$ cat src/rtl/byte_lane_sched.sv
// byte_lane_sched: round-robin arbiter and sequencer for a shared byte-lane datapath
module byte_lane_sched #(
  parameter int CW = 3
) (
  input  logic          clk,
  input  logic          rst,
  input  logic          req_a,
  input  logic          req_b,
  input  logic [1:0]    op_a,
  input  logic [1:0]    op_b,
  input  logic [CW-1:0] cnt_a,
  input  logic [CW-1:0] cnt_b,
  output logic          gnt_a,
  output logic          gnt_b,
  output logic          sel,
  output logic          mode_q,
  output logic          mode_r,
  output logic          mode_s,
  output logic          busy,
  output logic          done
);
  typedef enum logic [1:0] {IDLE, GRANT, RUN, DONE} state_t;
  state_t state, nxt;
  logic win, last;
  logic [1:0] op;
  logic [CW-1:0] cnt, ctr;
  logic win_nxt, run_end;
  assign win_nxt = (req_a & req_b) ? ~last : req_b;
  assign run_end = (op == 2'b00) || (ctr == '0);
  // state register
  always_ff @(posedge clk)
    state <= rst ? IDLE : nxt;
  // capture winner's operation, run the repeat counter, remember last grant
  always_ff @(posedge clk) begin
    if (rst) begin
      win  <= 1'b0;
      last <= 1'b1;
      op   <= 2'b00;
      cnt  <= '0;
      ctr  <= '0;
    end else begin
      if (state == IDLE && (req_a || req_b)) begin
        win <= win_nxt;
        op  <= win_nxt ? op_b : op_a;
        cnt <= win_nxt ? cnt_b : cnt_a;
      end
      if (state == GRANT) ctr <= cnt;
      if (state == RUN && !run_end) ctr <= ctr - 1'b1;
      if (state == DONE) last <= win;
    end
  end
  // next-state decode
  always_comb
    nxt = state == IDLE  ? ((req_a || req_b) ? GRANT : IDLE) :
          state == GRANT ? RUN :
          state == RUN   ? (run_end ? DONE : RUN) : IDLE;
  // outputs decoded purely from registered state, so no input reaches them combinationally
  always_comb begin
    busy  = (state == GRANT) || (state == RUN);
    gnt_a = busy && !win;
    gnt_b = busy && win;
    sel   = win;
    done  = state == DONE;
    {mode_q, mode_r, mode_s} = state != RUN ? 3'b000 :
                               op == 2'b00  ? 3'b100 :
                               op == 2'b01  ? 3'b110 :
                               op == 2'b10  ? 3'b101 : 3'b000;
  end
endmodule

$ cat config.mk
export PLATFORM = sky130hd
export DESIGN_NAME = byte_lane_sched
export DESIGN_NICKNAME = d
export VERILOG_FILES = /design/src/rtl/byte_lane_sched.sv
export SDC_FILE = /design/constraint.sdc
export NUM_CORES = 1
export LEC_CHECK = 0
export ABC_AREA = 1
export CAP_MARGIN = 40
export CORE_MARGIN = 4
export CORE_UTILIZATION = 49
export DETAILED_ROUTE_END_ITERATION = 7
export PLACE_DENSITY_LB_ADDON = 0.15
export SLEW_MARGIN = 25
export SYNTH_ARGS = -nofsm -noshare
export SYNTH_HDL_FRONTEND = slang
export SYNTH_SLANG_ARGS = --single-unit
export TNS_END_PERCENT = 100
$ cat constraint.sdc
create_clock -name clk -period 3.2 [get_ports clk]
set_input_delay 0.8 -clock clk [delete_from_list [all_inputs] [get_ports clk]]
set_output_delay 0.8 -clock clk [all_outputs]
set_load 0.005 [all_outputs]
Word level (Yosys, flattened, before mapping)
Index checks and enable logic that the tools add are counted.
{"block": "op_classes", "addsub": 1, "multipliers": 0, "div_mod_pow": 0, "order_cmp": 0, "eq_ne": 6, "shift": 0, "n_mux": 14, "bitwise_logic": 2, "reduce_logical": 13}
{"op": "3-bit 2-to-1 mux", "count": 7}
{"op": "2-bit 2-to-1 mux", "count": 4}
{"op": "2-bit == test, second input constant", "count": 3}
{"op": "2-bit by 1-bit == test with 1-bit output, second input constant", "count": 2}
{"op": "1-bit logical AND", "count": 4}
{"op": "2-bit logical NOT", "count": 2}
{"op": "3-bit logical NOT", "count": 1}
{"op": "1-bit logical OR", "count": 3}
{"op": "1-bit 2-to-1 mux", "count": 3}
{"op": "3-bit by 1-bit subtractor with 3-bit output, second input constant", "count": 1}
{"op": "1-bit logical NOT", "count": 2}
{"op": "2-bit != test, second input constant", "count": 1}
{"op": "2-bit nonzero test", "count": 1}
{"op": "1-bit bitwise AND", "count": 1}
{"op": "1-bit inverter", "count": 1}
{"block": "totals", "regBits": 12, "latch_bits": 0, "mem_bits_rw": 0, "rom_bits": 0, "in_bits": 14, "out_inout_bits": 8, "mem_count": 0}

Longest topological paths before layout
{"block": "logic_depth", "ltp_word": 6, "depth_mapped": 8}

Worst setup path before layout
Ideal clock, no wire load.
{"block": "synth_path", "path_type": "flip-flop to output port", "start": "register state[0]", "end": "output port mode_r", "arrival_ns": 0.874, "t_required_ns": 2.400, "slack_ns": 1.526, "stages_incl_launch_ff": 5, "path_buffers": 0, "path_cell_list": "dfxtp_1 > inv_1 > ha_1 > inv_1 > nor3_1"}
{"block": "synth_via", "elab_chain_len": 2}
{"element": "from (decl)", "line_no": "23", "source": "state_t state, nxt;"}
{"element": "from (signal assigned)", "line_no": "32", "source": "state <= rst ? IDLE : nxt;"}
{"element": "2-bit != test", "line_no": "64", "source": "{mode_q, mode_r, mode_s} = state != RUN ? 3'b000 :"}
{"element": "3-bit 2-to-1 mux", "line_no": "64"}
{"element": "to (decl)", "line_no": "17", "source": "output logic mode_r,"}
Every way passes these cells.

Worst setup path after layout
{"block": "layout_path", "start": "register state[0]", "end": "output port mode_s"}
{"block": "layout_via", "elab_chain_len": 2}
{"element": "2-bit != test", "line_no": "64"}
{"element": "3-bit 2-to-1 mux", "line_no": "64"}
{"element": "to (decl)", "line_no": "18", "source": "output logic mode_s,"}
Every way passes these cells.

==> results.sh <==
export IMPL_fin_crit_ns=2.55
export IMPL_final_cells=141
export IMPL_grt_pass1_wl_um=2640
export IMPL_finalClockSkew_ns=0.00450
export IMPL_synth_cells=103
export IMPL_crit_type="register to output pin"
export IMPL_wl_per_cell_um=10.8
export IMPL_h_tree_depth=1
export IMPL_clock_sinks=12
export IMPL_maxCapViolations=0
export IMPL_start_util_pct=54.7
export IMPL_rows=13
export IMPL_syn_avg_cell_area_sq_um=7.25
export IMPL_leakage_nw=0.438
export IMPL_drt_initial_drc_count=14
export IMPL_wirelength_um=1530
export IMPL_dp_cells=137
export IMPL_setup_tns_ns=0
export IMPL_cts_setup_buffers=0
export IMPL_root_buffer="clkbuf_4"
export IMPL_peakVddDrop_mv=0.236
export IMPL_endpoint_kind="output pin"
export IMPL_ant_nets=0
export IMPL_fmax_mhz=392
export IMPL_finalMaxSlewViolations=0
export IMPL_ios=22
export IMPL_drc=0
export IMPL_num_vias=707
export IMPL_die_y_um=47.0
export IMPL_tightest_slew_ns=0.534
export IMPL_critPathMaxFanout=4
export IMPL_grt_max_degree=13
export IMPL_track_usage_pct=18.0
export IMPL_p_per_area_nw_per_um2=386
export IMPL_path_clk_slew_ns=0.08
export IMPL_syn_nets=123
export IMPL_cp_required_ns=2.40
export IMPL_post_cts_resized=0
export IMPL_cts_buffers=3
export IMPL_outcome="completed"
export IMPL_grt_setup_unrepaired="no"
export IMPL_gr_total_overflow=0
export IMPL_slew_headroom_pct=64.3
export IMPL_grt_antenna_before_repair=0
export IMPL_yosysWarnings=0
export IMPL_yosysUniqueCellTypes=17
export IMPL_area_growth_pct=33.3
export IMPL_core_sq_um=1370
export IMPL_dpl_hpwl_um=1210
export IMPL_hold_viol_final=0
export IMPL_clk_latency_ns=0.28
export IMPL_startpoint_type="register"
export IMPL_ys_ff_latch=12
export IMPL_io_buffer_count=21
export IMPL_die_w_um=47.0
export IMPL_layout_drive_gt1_share_pct=13.5
export IMPL_gp_congestion=0.815
export IMPL_first_pass_iters=4
export IMPL_critPathArrivalTime_ns=1.75
export IMPL_grt_pass1_vias=633
export IMPL_setup_viol=0
export IMPL_seq_area_frac_synth_pct=32.2
export IMPL_cts_buffer_depth=2
export IMPL_period_share_pct=79.8
export IMPL_die_area_sq_um=2210
export IMPL_num_nets_final=147
export IMPL_syn_area_sq_um=747
export IMPL_cts_tree="built"
export IMPL_hp_class="register to register"
export IMPL_vias_per_cell=5.01
export IMPL_antennaDiodeCount=0
export IMPL_hold_buffers=0
## stage by stage
stage	util [%]	setup WS, ns	cell area (sq um)	hold slack (ns)	total power, mW
2_1_floorplan	-	1.53	747	0.456	0.227
4_1_cts	72.9	0.631	996	0.486	0.390
5_1_grt	72.9	0.549	996	0.508	0.410
6_report	72.9	0.647	996	0.486	0.384
3_3_place_gp	70.2	1.03	960	0.471	0.261
3_5_place_dp	70.2	0.953	960	0.475	0.264
## area by class of cell
cell class | count | area (sq um)
clock buffer | 4 | 36.3
fill | 125 | 370
inverter | 15 | 56.3
multi-input combinational | 74 | 434
sequential | 12 | 240
tap | 15 | 18.8
timing repair buffer | 21 | 210
## state kept, by name, summed over array words and instances (netlist names)
name   cells
ctr        3
sel        1
op         2
cnt        3
state      2
last       1
## cell usage after synthesis
cell type	n	area, sq um
buf_6	1	11.3
nor3_1	4	20.0
nand3_1	8	40.0
o21ai_4	1	16.3
nand3_4	1	17.5
inv_2	3	11.3
nor2_1	4	15.0
nand2_1	32	120
buf_2	1	5.00
nand4_1	2	12.5
dfxtp_1	12	240
a21oi_1	7	35.0
ha_1	6	75.1
nand2_4	3	33.8
inv_1	12	45.0
a21oi_2	5	43.8
o21ai_0	1	5.00
## path summary, 6_finish.rpt
check	slack, ns	depth (start not counted)	to	startpoint
worst max-delay path	0.65	5	mode_s	state[0]
worst min-delay path	0.49	2	cnt[1]	cnt[1]
worst max register to register	1.90	8	ctr[1]	ctr[0]
worst min register to register	0.49	2	cnt[1]	cnt[1]
## cell families after synthesis
kind of cell,Yosys count,share of synthesized area [%]
AND/OR/NAND/NOR,54,34.7
adder cells (fa/ha/maj),6,10.0
flip-flops,12,32.2
AO/OA/AOI/OAI,14,13.4
buffers and inverters,17,9.71
## where the power goes
part	leakage (nW)	switching (mW)	total (mW)	internal, mW
logic	0.318	0.0482	0.0933	0.0450
registers	0.0982	0.00739	0.166	0.159
clock network	0.0210	0.0553	0.125	0.0693
total	0.438	0.111	0.384	0.273
## critical path: stages, from the launching register on
cell and delay [ns]:
dfxtp_1 0.34, inv_1 0.08, ha_1 0.26, inv_1 0.12, nor3_1 0.15, clkdlybuf4s50_1 0.53
## per-layer routing
| layer | up-vias | wire length [um] | part of all wire (%) | global-route usage, % |
|---|---|---|---|---|
| met5 | - | 0 | 0 | 0 |
| met4 | 0 | 44 | 2.9 | 12.2 |
| met3 | 6 | 101 | 6.6 | 6.90 |
| met2 | 19 | 675 | 44 | 25.2 |
| met1 | 306 | 705 | 46 | 22.8 |
| li1 | 376 | - | - | - |
## layout by cell type, fill, tap and decap left out, types with 3 or more instances in the layout
master	instances
a21oi_1	7
a21oi_2	5
clkbuf_4	3
clkdlybuf4s50_1	21
dfxtp_1	12
ha_1	6
inv_1	12
inv_2	3
nand2_1	32
nand2_4	3
nand3_1	8
nor2_1	4
nor3_1	4
No activity file was read; power rests on OpenSTA's default activity.
